**config.mk**
```make
export PLATFORM = sky130hd
export DESIGN_NAME = vga_draw_arbiter_flat
export DESIGN_NICKNAME = d
export VERILOG_FILES = /design/src/rtl/vga_draw_arbiter_if.sv /design/src/rtl/vga_draw_arbiter.sv /design/src/flat_wrapper.sv
export SDC_FILE = /design/constraint.sdc
export NUM_CORES = 1
export LEC_CHECK = 0
export ABC_AREA = 1
export BUFFER_PORTS_ARGS = -buffer_cell sky130_fd_sc_hd__buf_4
export CORE_MARGIN = 2
export CORE_UTILIZATION = 40
export CTS_BUF_LIST = sky130_fd_sc_hd__clkbuf_16
export CTS_CLUSTER_DIAMETER = 200
export DETAILED_ROUTE_END_ITERATION = 10
export PLACE_DENSITY = 0.69
export SLEW_MARGIN = 20
export SYNTH_ARGS = -nofsm -noshare
export SYNTH_HDL_FRONTEND = slang
export SYNTH_SLANG_ARGS = --single-unit
```
**constraint.sdc**
```tcl
create_clock -name clk -period 2.8 [get_ports clk]
set_clock_uncertainty 0.05 [all_clocks]
set_input_delay 0.7 -clock clk [delete_from_list [all_inputs] [get_ports clk]]
set_output_delay 0.7 -clock clk [all_outputs]
set_load 0.05 [all_outputs]
```
**src/rtl/vga_draw_arbiter_if.sv**
```systemverilog
`default_nettype none
// ============================================================================
// Module   : vga_draw_arbiter_if
// Desc     : Drawer request/stream bus plus shared VGA write port.
// Revision : 1.0  initial release
// ============================================================================
interface vga_draw_arbiter_if;
    logic [3:0]  req;
    logic [3:0]  drw_done;
    logic [31:0] drw_x;
    logic [27:0] drw_y;
    logic [35:0] drw_colour;
    logic [3:0]  drw_resetn;
    logic [7:0]  vga_x;
    logic [6:0]  vga_y;
    logic [8:0]  vga_colour;
    logic        vga_plot;
    logic [3:0]  grant;
    logic        busy;
    logic [3:0]  draw_done;
    logic        timeout_err;

    modport slave (
        input  req, drw_done, drw_x, drw_y, drw_colour,
        output drw_resetn, vga_x, vga_y, vga_colour, vga_plot,
               grant, busy, draw_done, timeout_err
    );

    modport master (
        output req, drw_done, drw_x, drw_y, drw_colour,
        input  drw_resetn, vga_x, vga_y, vga_colour, vga_plot,
               grant, busy, draw_done, timeout_err
    );
endinterface
`default_nettype wire

```
**src/rtl/vga_draw_arbiter.sv**
```systemverilog
`default_nettype none
// ============================================================================
// Module   : vga_draw_arbiter
// Desc     : Grants the VGA write port to one of four self-sequencing drawers.
// Options  : ARB_ROUND_ROBIN_EN selects round-robin instead of fixed priority.
// Revision : 1.0  initial release
// ============================================================================
module vga_draw_arbiter #(
    parameter int NUM_REQ      = 4,
    parameter int PRIME_CYCLES = 2,
    parameter int TIMEOUT      = 20000
) (
    input  logic              clk,
    input  logic              resetn,
    vga_draw_arbiter_if.slave bus
);
    localparam int PR_W = $clog2(PRIME_CYCLES + 1);
    localparam int TO_W = $clog2(TIMEOUT + 1);

    typedef enum logic [2:0] {
        S_IDLE    = 3'd0,
        S_START   = 3'd1,
        S_PRIME   = 3'd2,
        S_DRAW    = 3'd3,
        S_RELEASE = 3'd4
    } state_t;

    state_t               state_q;
    logic [NUM_REQ-1:0]   pending_q;
    logic [NUM_REQ-1:0]   pending_d;
    logic [1:0]           owner_q;
    logic [1:0]           owner_d;
    logic [NUM_REQ-1:0]   owner_mask;
    logic [NUM_REQ-1:0]   grant_q;
    logic [NUM_REQ-1:0]   drw_resetn_q;
    logic [NUM_REQ-1:0]   draw_done_q;
    logic                 busy_q;
    logic                 timeout_err_q;
    logic [PR_W-1:0]      prime_cnt_q;
    logic [TO_W-1:0]      timeout_cnt_q;
    logic [7:0]           x_hold_q;
    logic [6:0]           y_hold_q;
    logic [8:0]           colour_hold_q;
`ifdef ARB_ROUND_ROBIN_EN
    logic [1:0]           last_q;
`endif

    logic [7:0] x_arr      [NUM_REQ];
    logic [6:0] y_arr      [NUM_REQ];
    logic [8:0] colour_arr [NUM_REQ];

    for (genvar g = 0; g < NUM_REQ; g++) begin : g_unpack
        assign x_arr[g]      = bus.drw_x[8*g +: 8];
        assign y_arr[g]      = bus.drw_y[7*g +: 7];
        assign colour_arr[g] = bus.drw_colour[9*g +: 9];
    end

    logic       in_draw;
    logic       owner_done;
    logic [7:0] mux_x;
    logic [6:0] mux_y;
    logic [8:0] mux_colour;

    assign in_draw    = (state_q == S_DRAW);
    assign owner_done = bus.drw_done[owner_q];
    assign mux_x      = x_arr[owner_q];
    assign mux_y      = y_arr[owner_q];
    assign mux_colour = colour_arr[owner_q];
    assign owner_mask = NUM_REQ'(1) << owner_q;

    // Selection scans from the farthest candidate to the nearest so the nearest wins.
    always_comb begin
        owner_d = 2'd0;
`ifdef ARB_ROUND_ROBIN_EN
        for (int k = NUM_REQ - 1; k >= 0; k--) begin
            if (pending_q[last_q + 2'(k) + 2'd1]) begin
                owner_d = last_q + 2'(k) + 2'd1;
            end
        end
`else
        for (int i = NUM_REQ - 1; i >= 0; i--) begin
            if (pending_q[i]) begin
                owner_d = 2'(i);
            end
        end
`endif
    end

    // A request landing on the release cycle survives the clear, so the drawer is redrawn.
    always_comb begin
        pending_d = pending_q | bus.req;
        if (state_q == S_RELEASE) begin
            pending_d = (pending_q & ~owner_mask) | bus.req;
        end
    end

    always_ff @(posedge clk) begin
        if (!resetn) begin
            state_q       <= S_IDLE;
            pending_q     <= '0;
            owner_q       <= 2'd0;
            grant_q       <= '0;
            drw_resetn_q  <= '0;
            draw_done_q   <= '0;
            busy_q        <= 1'b0;
            timeout_err_q <= 1'b0;
            prime_cnt_q   <= '0;
            timeout_cnt_q <= '0;
            x_hold_q      <= '0;
            y_hold_q      <= '0;
            colour_hold_q <= '0;
`ifdef ARB_ROUND_ROBIN_EN
            last_q        <= 2'd3;
`endif
        end else begin
            pending_q   <= pending_d;
            draw_done_q <= '0;
            unique case (state_q)
                S_IDLE: begin
                    if (|pending_q) begin
                        owner_q <= owner_d;
                        grant_q <= NUM_REQ'(1) << owner_d;
                        busy_q  <= 1'b1;
`ifdef ARB_ROUND_ROBIN_EN
                        last_q  <= owner_d;
`endif
                        state_q <= S_START;
                    end
                end
                S_START: begin
                    prime_cnt_q   <= '0;
                    timeout_cnt_q <= '0;
                    drw_resetn_q  <= grant_q;
                    state_q       <= S_PRIME;
                end
                S_PRIME: begin
                    if (prime_cnt_q == PR_W'(PRIME_CYCLES - 1)) begin
                        state_q <= S_DRAW;
                    end else begin
                        prime_cnt_q <= prime_cnt_q + PR_W'(1);
                    end
                end
                S_DRAW: begin
                    x_hold_q      <= mux_x;
                    y_hold_q      <= mux_y;
                    colour_hold_q <= mux_colour;
                    if (owner_done || (timeout_cnt_q == TO_W'(TIMEOUT - 1))) begin
                        if (!owner_done) begin
                            timeout_err_q <= 1'b1;
                        end
                        grant_q      <= '0;
                        drw_resetn_q <= '0;
                        draw_done_q  <= owner_mask;
                        state_q      <= S_RELEASE;
                    end else begin
                        timeout_cnt_q <= timeout_cnt_q + TO_W'(1);
                    end
                end
                S_RELEASE: begin
                    busy_q  <= 1'b0;
                    state_q <= S_IDLE;
                end
                default: begin
                    state_q <= S_IDLE;
                end
            endcase
        end
    end

    assign bus.grant       = grant_q;
    assign bus.drw_resetn  = drw_resetn_q;
    assign bus.draw_done   = draw_done_q;
    assign bus.busy        = busy_q;
    assign bus.timeout_err = timeout_err_q;
    assign bus.vga_plot    = in_draw && !owner_done;
    assign bus.vga_x       = in_draw ? mux_x      : x_hold_q;
    assign bus.vga_y       = in_draw ? mux_y      : y_hold_q;
    assign bus.vga_colour  = in_draw ? mux_colour : colour_hold_q;
endmodule
`default_nettype wire

```
**src/flat_wrapper.sv**
```systemverilog
// flat-port wrapper written by rule: the top's interface ports become plain ports
module vga_draw_arbiter_flat 
#(
    parameter int NUM_REQ      = 4,
    parameter int PRIME_CYCLES = 2,
    parameter int TIMEOUT      = 20000
)
  (clk, resetn, bus_req, bus_drw_done, bus_drw_x, bus_drw_y, bus_drw_colour, bus_drw_resetn, bus_vga_x, bus_vga_y, bus_vga_colour, bus_vga_plot, bus_grant, bus_busy, bus_draw_done, bus_timeout_err);
  vga_draw_arbiter_if bus_i ();
  input  logic clk;
  input  logic resetn;
  input wire logic [$bits(bus_i.req)-1:0] bus_req;
  input wire logic [$bits(bus_i.drw_done)-1:0] bus_drw_done;
  input wire logic [$bits(bus_i.drw_x)-1:0] bus_drw_x;
  input wire logic [$bits(bus_i.drw_y)-1:0] bus_drw_y;
  input wire logic [$bits(bus_i.drw_colour)-1:0] bus_drw_colour;
  output wire logic [$bits(bus_i.drw_resetn)-1:0] bus_drw_resetn;
  output wire logic [$bits(bus_i.vga_x)-1:0] bus_vga_x;
  output wire logic [$bits(bus_i.vga_y)-1:0] bus_vga_y;
  output wire logic [$bits(bus_i.vga_colour)-1:0] bus_vga_colour;
  output wire logic [$bits(bus_i.vga_plot)-1:0] bus_vga_plot;
  output wire logic [$bits(bus_i.grant)-1:0] bus_grant;
  output wire logic [$bits(bus_i.busy)-1:0] bus_busy;
  output wire logic [$bits(bus_i.draw_done)-1:0] bus_draw_done;
  output wire logic [$bits(bus_i.timeout_err)-1:0] bus_timeout_err;
  assign bus_i.req = bus_req;
  assign bus_i.drw_done = bus_drw_done;
  assign bus_i.drw_x = bus_drw_x;
  assign bus_i.drw_y = bus_drw_y;
  assign bus_i.drw_colour = bus_drw_colour;
  assign bus_drw_resetn = bus_i.drw_resetn;
  assign bus_vga_x = bus_i.vga_x;
  assign bus_vga_y = bus_i.vga_y;
  assign bus_vga_colour = bus_i.vga_colour;
  assign bus_vga_plot = bus_i.vga_plot;
  assign bus_grant = bus_i.grant;
  assign bus_busy = bus_i.busy;
  assign bus_draw_done = bus_i.draw_done;
  assign bus_timeout_err = bus_i.timeout_err;
  vga_draw_arbiter #(.NUM_REQ(NUM_REQ), .PRIME_CYCLES(PRIME_CYCLES), .TIMEOUT(TIMEOUT)) u_core (.clk(clk), .resetn(resetn), .bus(bus_i));
endmodule
```
==> flow_summary.json, run 1 <==
{
  "max-cap-violations": 0,
  "pwr-share-seq_pct": 24.8,
  "min_period_over_period_pct": 98.01,
  "post_cts_buffers": 0,
  "ff2ff_path_depth": 8,
  "rrSetupSlack_ns": 0.71,
  "netlist_area_sq_um": 3395,
  "timing.rr.end": "u_core.timeout_cnt_q[2]$_SDFFE_PN0P_",
  "maxSlewViolCount": 0,
  "synth_area_leaders": "dfxtp_1 38%, a22oi_1 11%, nand2_1 8.4%, nor2_1 8.1%, a21oi_1 4.7%",
  "path_max_fanout": 13,
  "synth_xor_area_share_pct": 0.7741,
  "cts_max_level": 3,
  "start_util_pct": 41.31,
  "cts_sinks": 64,
  "holdCritPathClass": "reg -> reg",
  "comb_power_share_pct": 47.7,
  "layout_setup_ws_ns": 0.05582,
  "yosysMostFrequentCell": "nand2_1",
  "cts_hold_buf": 0,
  "clockBufferDepth": 2,
  "ir_worst_vdd_mv": 0.5727,
  "clkPwrFrac_pct": 27.6,
  "power_per_cell_area_nw_per_um2": 950.6,
  "fin_setup_tns_ns": 0,
  "cts_tree": "yes",
  "core_area_sq_um": 8217,
  "synth_fa_ha_area_share_pct": 0.7372,
  "holdPathStages": 1,
  "drcViolationCount": 0,
  "synth_top_area_share_pct": 37.74,
  "clk_latency_ns": 0.33,
  "crit_arrival_ns": 1.99,
  "power_mw": 4.680,
  "ys_dominant_reg_cell": "dfxtp_1",
  "fin_nets": 722,
  "setup_viol": 0,
  "numCtsBuffers": 9,
  "synth-compound-area-share_pct": 21.82,
  "seq_area_frac_synth_pct": 37.74,
  "synth_nets": 586,
  "vias_per_cell": 5.344,
  "placed_area_sq_um": 4567,
  "crit_required_ns": 2.05,
  "root_buffer": "clkbuf_16",
  "dr.first_iter.drc_count": 217,
  "vias": 3869,
  "fmax_mhz": 364.4,
  "yosysTopAreaCell": "dfxtp_1",
  "r2r_start": "u_core.owner_q[1]$_SDFFE_PN0P_",
  "gp_congestion": 0.8979,
  "synth_edf_count": 0,
  "die_h_um": 96.12,
  "antenna_found_initial": 0,
  "grt.total_usage_pct": 24.74,
  "max-slew-margin-rel_pct": 48.36,
  "rsz0062_at_grt": "true",
  "final_area_sq_um": 4923,
  "ys_types": 32,
  "dr.pass1.iters": 5,
  "synth-seq-cells": 64,
  "synth-simple-area-share_pct": 31.00,
  "avgSynthCellArea_sq_um": 7.101,
  "p_sw_share_pct": 43.12,
  "synthCells": 478,
  "die_x_um": 96.12,
  "finalWirelength_um": 11200,
  "synthMuxAreaShare_pct": 0,
  "wl_per_cell_um": 15.46,
  "synth-warning-count": 0,
  "grt_pass1_wl_um": 17620,
  "synth_top_family_by_area": "simple AND/OR/NAND/NOR gates",
  "cts.clk_slew.worst_paths_ns": 0.05,
  "grt.overflow.total": 0,
  "nFillCells": 781,
  "hold_viol_final": 0,
  "grt_max_degree": 39,
  "internal_power_mw": 2.662,
  "hold_start": "u_core.prime_cnt_q[0]$_SDFFE_PN0P_",
  "period_minus_slack_ns": 2.744,
  "area_growth_pct": 45.04,
  "ant_nets": 0,
  "worstSetupEndpointType": "primary output",
  "portBuffers": 144,
  "critical_path_class": "reg -> out",
  "power.switching_mw": 2.018,
  "worstMarginPinSlew_ns": 0.7738,
  "num_io_pins": 145,
  "hold_end": "u_core.prime_cnt_q[0]$_SDFFE_PN0P_",
  "synth_commonest_cells": "76 x nand2_1, 73 x nor2_1, 64 x dfxtp_1",
  "dp_hpwl_um": 8112,
  "dp.cells": 707,
  "synthArstFlopShare_pct": 0,
  "dp_slack_ns": 0.3273,
  "n_antenna_cell": 0,
  "final_cells": 724,
  "start_kind": "flip-flop",
  "p_leak_nw": 2.139,
  "dieArea_sq_um": 9239,
  "first_global_vias": 3678,
  "rows": 33,
  "status": "finished, final reports clean",
  "drive_above_1_share_pct": 29.40
}
what timing repair did:
action	4_1_cts	5_1_grt
resized for setup	1	2
setup endpoints to repair	2	24
cloned	0	1
pin swaps	0	1
power groups by stage:
stage               Clock, mW  Combinational [mW]  Sequential, mW
floorplan                   0                1.44            1.28
global placement            0                2.19            1.17
detailed placement          0                2.20            1.17
CTS                      1.30                2.21            1.15
global route             1.34                2.40            1.18
finish                   1.29                2.23            1.16
critical path, cell delays in order (launching register included):
cell and delay (ns):
dfxtp_2 0.39, nor2_2 0.55, a22oi_1 0.22, a31oi_1 0.26, buf_4 0.24
flip-flops by register name, summed over array words and instances, names as in the netlist:
name	flops
u_core.bus.busy	1
u_core.bus.grant	4
u_core.pending_q	4
u_core.timeout_cnt_q	15
u_core.state_q	3
u_core.owner_q	2
u_core.x_hold_q	8
u_core.bus.drw_resetn	4
u_core.prime_cnt_q	2
u_core.y_hold_q	7
u_core.colour_hold_q	9
u_core.bus.timeout_err	1
u_core.bus.draw_done	4
cells in the final DEF, fill, tap and decap left out:
cell type and count:
buf_4 148, nand2_1 76, nor2_1 73, dfxtp_1 62
a22oi_1 48, inv_1 33, a21oi_1 32, nand3_1 30
a31oi_1 25, and2_1 25, clkbuf_16 9, o21ai_0 7
nand4_1 6, nor3_1 5, nand3b_1 4, inv_2 3
nor2_4 3, xor2_1 3, bufinv_16 3, buf_12 3
nor2_2 2, nand2_2 2, ha_1 2, clkinv_4 2
dfxtp_2 2, inv_4 1, nand3_2 1, nand3_4 1
and3_1 1, o22ai_1 1, o211ai_1 1, o31ai_1 1
nor3b_1 1, o21bai_1 1, clkinv_2 1, clkinvlp_4 1
worst max-delay path by stage:
stage | startpoint | end | slack, ns | depth (start not counted)
3_3_place_gp | u_core.owner_q[1]$_SDFFE_PN0P_ | bus_vga_y[6] | 0.34 | 5
2_1_floorplan | bus_drw_done[3] | bus_vga_plot | 0.06 | 3
3_5_place_dp | u_core.owner_q[1]$_SDFFE_PN0P_ | bus_vga_y[4] | 0.33 | 5
5_1_grt | u_core.owner_q[0]$_SDFFE_PN0P_ | bus_vga_x[1] | -0.003 | 4
6_report | u_core.owner_q[1]$_SDFFE_PN0P_ | bus_vga_colour[7] | 0.06 | 4
4_1_cts | u_core.owner_q[1]$_SDFFE_PN0P_ | bus_vga_y[4] | 0.008 | 4
per-stage QoR:
step                hold WS, ns  util, %
floorplan                0.3789        -
global placement         0.3944    55.58
detailed placement       0.4085    55.58
CTS                      0.4213    59.81
global route             0.4400    59.92
finish                   0.4214    59.92
area by class of cell:
cell class,count,area (sq um),area share (%)
clock buffers,9,225.2,4.574
clock inverters,7,120.1,2.440
inverters,37,141.4,2.872
multi-input cells,351,1851,37.59
flip-flops and latches,64,1284,26.07
well taps,105,131.4,2.668
repair buffers,151,1171,23.79
cells by family (layout without fill, tap and decap cells):
family                     count (synthesis)  in the layout
AOI/OAI and AO/OA                        116            116
xor gates and xnor gates                   3              3
adders and majority gates                  2              2
buffers and inverters                     64            204
DFF                                       64             64
and+or+nand+nor                          229            230
layer usage:
| metal | wire length, um | vias to the layer above | GRT usage (%) |
|---|---|---|---|
| met5 | 0 | - | 0 |
| met4 | 296 | 0 | 8.690 |
| met2 | 5482 | 135 | 42.19 |
| met1 | 4766 | 1798 | 29.65 |
| met3 | 650 | 24 | 6.969 |
| li1 | - | 1912 | - |
Power figures use the tool's default switching activity.
==> run 2: changes to the inputs <==
- CORE_UTILIZATION: 40 -> 30
- PLACE_DENSITY: 0.69 -> not set
- clock period: 2.8 -> 2.2 ns (I/O delays scaled with it)
==> run 2 against run 1 <==
The flow now finishes with violations (setup timing). Sequential share of layout area is 3.1 points lower. Flip-flop and latch count unchanged. Via count is 1.4% higher. First-iteration DRC count increased by 5.5%. Total power rose by 41%. Critical path type unchanged. Core utilization decreased by 8.6 points. Sequential power up 28%. Combinational power is 61% higher. Count of clock-buffer cells in the layout is the same. Final cell count grew 8.1%. Clock power increased by 17%. Design area rose by 14%.
==> flow_summary.json, run 2 (synthesized netlist as in run 1, its figures left out) <==
{
  "maxSlewViolCount": 0,
  "finalWirelength_um": 12330,
  "highest_layer": "met4",
  "p_leak_nw": 2.316,
  "drive_above_1_share_pct": 38.72,
  "dp_hpwl_um": 8867,
  "area_growth_pct": 65.35,
  "rsz0062_at_grt": "true",
  "holdWs_ns": 0.4165,
  "core_area_sq_um": 10940,
  "cts.clk_slew.worst_paths_ns": 0.05,
  "nFillCells": 1057,
  "hold_end": "u_core.prime_cnt_q[0]$_SDFFE_PN0P_",
  "rrSetupSlack_ns": 0.24,
  "period_minus_slack_ns": 2.303,
  "reg_top3": "u_core.timeout_cnt_q (15), u_core.colour_hold_q (9), u_core.x_hold_q (8)",
  "start_util_pct": 31.04,
  "wl_per_cell_um": 15.75,
  "ff2ff_path_depth": 9,
  "n_antenna_cell": 0,
  "route.met2.wl_um": 6166,
  "final_cell_mix": "141 x buf_4, 75 x nand2_1, 73 x nor2_1, 60 x dfxtp_1",
  "vias": 3925,
  "antenna_found_initial": 0,
  "worstSetupEndpointType": "primary output",
  "ir_worst_vdd_mv": 0.5962,
  "status": "finished with violations",
  "ant_nets": 0,
  "dieArea_sq_um": 12180,
  "grt.total_usage_pct": 19.27,
  "die_h_um": 110.4,
  "cts_max_level": 3,
  "worstMarginPinSlew_ns": 0.4268,
  "num_io_pins": 145,
  "numCtsBuffers": 9,
  "path_max_fanout": 18,
  "dr.first_iter.drc_count": 229,
  "root_buffer": "clkbuf_16",
  "dp.cells": 753,
  "fin_nets": 746,
  "cts_sinks": 64,
  "first_global_vias": 3623,
  "fin_setup_tns_ns": -0.5828,
  "top_register": "u_core.timeout_cnt_q",
  "max-slew-margin-rel_pct": 71.47,
  "final_common_cell": "buf_4",
  "clockBufferDepth": 2,
  "setup_viol": 23,
  "violations": "setup timing",
  "grt_pass1_wl_um": 17950,
  "final_cells": 783,
  "hold_viol_final": 0,
  "critical_path_class": "reg -> out",
  "holdPathStages": 1,
  "die_x_um": 110.4,
  "min_period_over_period_pct": 104.7,
  "r2r_start": "u_core.timeout_cnt_q[0]$_SDFFE_PN0P_",
  "holdCritPathClass": "reg -> reg",
  "route.met3.wl_um": 995,
  "cts_tree": "yes",
  "grt.overflow.total": 0,
  "rows": 38,
  "cts_hold_buf": 0,
  "clk_latency_ns": 0.33,
  "gp_congestion": 0.8420,
  "hold_start": "u_core.prime_cnt_q[0]$_SDFFE_PN0P_",
  "portBuffers": 144,
  "start_kind": "flip-flop",
  "met1_length_um": 5001,
  "grt_max_degree": 32,
  "vias_per_cell": 5.013,
  "timing.rr.end": "u_core.bus.grant[1]$_SDFFE_PN0P_",
  "drcViolationCount": 0,
  "power_per_cell_area_nw_per_um2": 1172,
  "dr.pass1.iters": 4,
  "largest_reg_flops": 15,
  "fmax_mhz": 434.1,
  "crit_required_ns": 1.60,
  "layout_setup_ws_ns": -0.1034,
  "max-cap-violations": 0,
  "crit_arrival_ns": 1.70
}
## run 2: cell count changes in the layout (fill, tap and decap cells not counted), moves of 4 or more
cell / change
a22oi_2: +16
a22oi_1: -16
buf_4: -7
buf_6: +25
a31oi_1: -22
a31oi_2: +14
buf_8: +4
a31oi_4: +8
## run 2: routing by layer
layer  GRT usage [%]  up-vias
met4           8.036        0
li1                -     1959
met3           4.879       15
met5               0        -
met1           21.70     1806
met2           34.44      145
## run 2: critical path: stages (launching register included)
cell	delay [ns]
dfxtp_4	0.37
buf_6	0.12
nor2_4	0.13
buf_12	0.16
a22oi_1	0.09
a31oi_1	0.24
buf_4	0.25
## run 2: cell type report
type                            count  area (sq um)  share of cell area (%)
Clock buffer                        9         225.2                   4.012
Clock inverter                      7         86.33                   1.538
Inverter                           37         146.4                   2.608
Multi-Input combinational cell    350          2156                   38.41
Sequential cell                    64          1291                   23.00
Tap cell                          140         175.2                   3.121
Timing Repair Buffer              176          1533                   27.31
## run 2: what timing repair did
item                                   4_1_cts  5_1_grt
cloned                                       2        1
gates resized for setup                     58       16
setup endpoints to repair                   25       25
pin swaps                                    5        3
setup buffers                                7        5
endpoints found under the hold margin        0        0
## run 2: how the worst max path moves through the flow
stage | start | to
after floorplan | u_core.state_q[2]$_SDFFE_PN0P_ | bus_vga_colour[8]
after global placement | u_core.owner_q[1]$_SDFFE_PN0P_ | bus_vga_y[5]
after detailed placement | u_core.owner_q[1]$_SDFFE_PN0P_ | bus_vga_y[5]
after CTS | u_core.owner_q[1]$_SDFFE_PN0P_ | bus_vga_colour[8]
after global routing | u_core.owner_q[1]$_SDFFE_PN0P_ | bus_vga_colour[8]
final | u_core.owner_q[1]$_SDFFE_PN0P_ | bus_vga_colour[8]
## run 2: power breakdown
part | internal (mW) | total (mW) | switching (mW)
Clock | 0.981 | 1.51 | 0.531
Sequential | 1.36 | 1.49 | 0.126
Combinational | 1.36 | 3.58 | 2.22
## run 2: per-stage QoR
stage	power [mW]	setup slack (ns)	cell area (sq um)	util (%)
finish	6.576	-0.1034	5613	51.33
global route	6.905	-0.1696	5613	51.33
global placement	4.521	0.1725	4842	44.28
floorplan	3.595	-0.1018	3531	-
detailed placement	4.564	0.1383	4842	44.28
CTS	6.523	-0.1273	5523	50.50
==> run 3: changes to the inputs <==
- ABC_AREA: 1 -> not set
- CTS_BUF_LIST: sky130_fd_sc_hd__clkbuf_16 -> sky130_fd_sc_hd__clkbuf_8
==> run 3 against run 2 <==
The flow still finishes with violations (setup timing). Final cell count shrank 8.4%. Worst setup slack got worse by 0.088 ns. Non-clock buffer count increased by 15. Global-route usage shrank 1.9 points. First-iteration DRC count fell by 22%. Synthesized cell count decreased by 17%. Die area is 1.3% higher. Flip-flop and latch count is the same. Synthesized area up 1.3%. Fmax shrank 3.7%. Critical endpoint is now bus_vga_y[0].
==> flow_summary.json, run 3 <==
{
  "max-cap-violations": 0,
  "critical_path_class": "reg -> out",
  "fmax_mhz": 418.2,
  "numCtsBuffers": 9,
  "num_io_pins": 145,
  "dp_hpwl_um": 7892,
  "die_h_um": 111.1,
  "cts_sinks": 64,
  "worstSetupEndpointType": "primary output",
  "dr.pass1.iters": 4,
  "grt.total_usage_pct": 17.33,
  "clk_latency_ns": 0.35,
  "grt_pass1_wl_um": 17510,
  "netlist_area_sq_um": 3440,
  "gp_congestion": 0.8026,
  "maxSlewViolCount": 0,
  "setup_viol": 25,
  "ys_dominant_reg_cell": "dfxtp_1",
  "clockBufferDepth": 2,
  "synth_nets": 503,
  "seq_area_frac_synth_pct": 37.25,
  "dieArea_sq_um": 12340,
  "ys_types": 48,
  "root_buffer": "clkbuf_8",
  "status": "finished with violations",
  "synthCells": 395,
  "core_area_sq_um": 11320,
  "rows": 39,
  "top_register": "u_core.timeout_cnt_q",
  "worstMarginPinSlew_ns": 0.5248,
  "p_leak_nw": 2.299,
  "hold_viol_final": 0,
  "violations": "setup timing",
  "cts_tree": "yes",
  "power_mw": 3.713,
  "synth_commonest_cells": "91 x nand2_1, 64 x dfxtp_1, 36 x a21oi_1",
  "grt_max_degree": 27,
  "start_kind": "flip-flop",
  "yosysTopAreaCell": "dfxtp_1",
  "vias_per_cell": 5.185,
  "final_cell_mix": "158 x buf_4, 62 x dfxtp_1, 47 x nand2_2, 44 x nand2_1, 36 x a21oi_1",
  "ant_nets": 0,
  "synth_area_leaders": "dfxtp_1 37%, mux4_2 16%, nand2_1 9.9%, a21oi_1 5.2%, nand3_1 2.6%",
  "wl_per_cell_um": 15.55,
  "synthArstFlopShare_pct": 0,
  "power_per_cell_area_nw_per_um2": 678.1,
  "max-slew-margin-rel_pct": 64.94,
  "layout_setup_ws_ns": -0.1912,
  "grt.overflow.total": 0,
  "cts.clk_slew.worst_paths_ns": 0.08,
  "crit_required_ns": 1.60,
  "largest_reg_flops": 15,
  "finalWirelength_um": 11150,
  "synth_edf_count": 0,
  "antenna_found_initial": 0,
  "crit_arrival_ns": 1.79,
  "area_growth_pct": 59.19,
  "final_common_cell": "buf_4",
  "die_x_um": 111.1,
  "portBuffers": 144,
  "n_antenna_cell": 0,
  "first_global_vias": 3595,
  "ir_worst_vdd_mv": 0.3490,
  "path_max_fanout": 7,
  "fin_nets": 677,
  "reg_top3": "u_core.timeout_cnt_q (15), u_core.colour_hold_q (9), u_core.x_hold_q (8)",
  "yosysMostFrequentCell": "nand2_1",
  "holdCritPathClass": "in -> reg",
  "start_util_pct": 30.38,
  "synth-seq-cells": 64,
  "synth-warning-count": 0,
  "drive_above_1_share_pct": 50.52,
  "holdWs_ns": 0.3511,
  "avgSynthCellArea_sq_um": 8.708,
  "drcViolationCount": 0,
  "rsz0062_at_grt": "true",
  "period_minus_slack_ns": 2.391,
  "min_period_over_period_pct": 108.7,
  "synth_top_area_share_pct": 37.25,
  "cts_max_level": 3,
  "dr.first_iter.drc_count": 179,
  "vias": 3718
}
## run 3: changes by cell type after synthesis, moves of 21 or more
cell | previous run | this run
nor2_1 | 73 | 17
a22oi_1 | 48 | 2
and2_1 | 25 | 3
a31oi_1 | 25 | 4
inv_1 | 33 | 7
mux4_2 | 0 | 25
## run 3: final timing paths
kind,end,startpoint,cells after the start,slack (ns)
worst max-delay path,bus_vga_y[0],u_core.owner_q[0]$_SDFFE_PN0P_,5,-0.19
worst min-delay path,u_core.pending_q[3]$_SDFF_PN0_,bus_req[3],3,0.35
worst max register to register,u_core.timeout_cnt_q[14]$_SDFFE_PN0P_,u_core.owner_q[0]$_SDFFE_PN0P_,5,0.01
worst min register to register,u_core.bus.timeout_err$_SDFFE_PN0P_,u_core.bus.timeout_err$_SDFFE_PN0P_,1,0.42
## run 3: final cells by class
cell class / instances / area (sq um)
clock buffer: 9 / 123.9
clock inverter: 7 / 78.83
fill: 1093 / 5846
inverter: 8 / 35.03
multi-input combinational: 295 / 2163
sequential: 64 / 1286
tap: 143 / 178.9
timing repair buffer: 191 / 1609
## run 3: layer usage
layer  track usage [%]  wire length [um]  vias up
met4             4.033               127        0
met3             4.483               688       12
met2             30.35              5846      131
met5                 0                 0        -
li1                  -                 -     1804
met1             21.47              4484     1771
## run 3: worst max-delay path: stages, from the launching register on
cell and delay, ns:
dfxtp_4 0.43, clkbuf_16 0.19, mux4_2 0.52, nand2_2 0.10
nand2_2 0.05, buf_6 0.15
## run 3: power by group
group	total [mW]	switching (mW)	internal, mW
registers	1.28	0.0504	1.23
clock network	1.04	0.513	0.532
logic	1.39	0.734	0.657
total	3.71	1.30	2.42
## run 3: timing repair
item	CTS	global route
hold buffers	0	0
hold endpoints to repair	0	0
pin swaps	1	3
setup endpoints to repair	25	35
gates resized for setup	25	48
cloned	2	1
buffers inserted	5	10
## run 3: cell families (layout without fill, tap and decap cells)
group                    count (synthesis)  in the layout  synth area share (%)
flip-flops                              64             64                 37.25
adder cells (fa/ha/maj)                  2              2                0.7274
AO/OA/AOI/OAI                           83             83                 14.55
AND/OR/NAND/NOR                        183            183                 26.48
buffers and inverters                   36            215                 4.038
multiplexers                            27             27                 16.95
## run 3: through the flow
step	setup slack, ns	std cells	setup TNS, ns	area [sq um]	util [%]
CTS	-0.2452	708	-5.742	5280	46.64
global placement	-0.1581	685	-1.040	4901	43.29
finish	-0.1912	717	-3.838	5475	48.36
global route	-0.2565	717	-5.776	5475	48.36
floorplan	-0.08268	395	-0.08268	3492	-
detailed placement	-0.1556	685	-1.057	4901	43.29
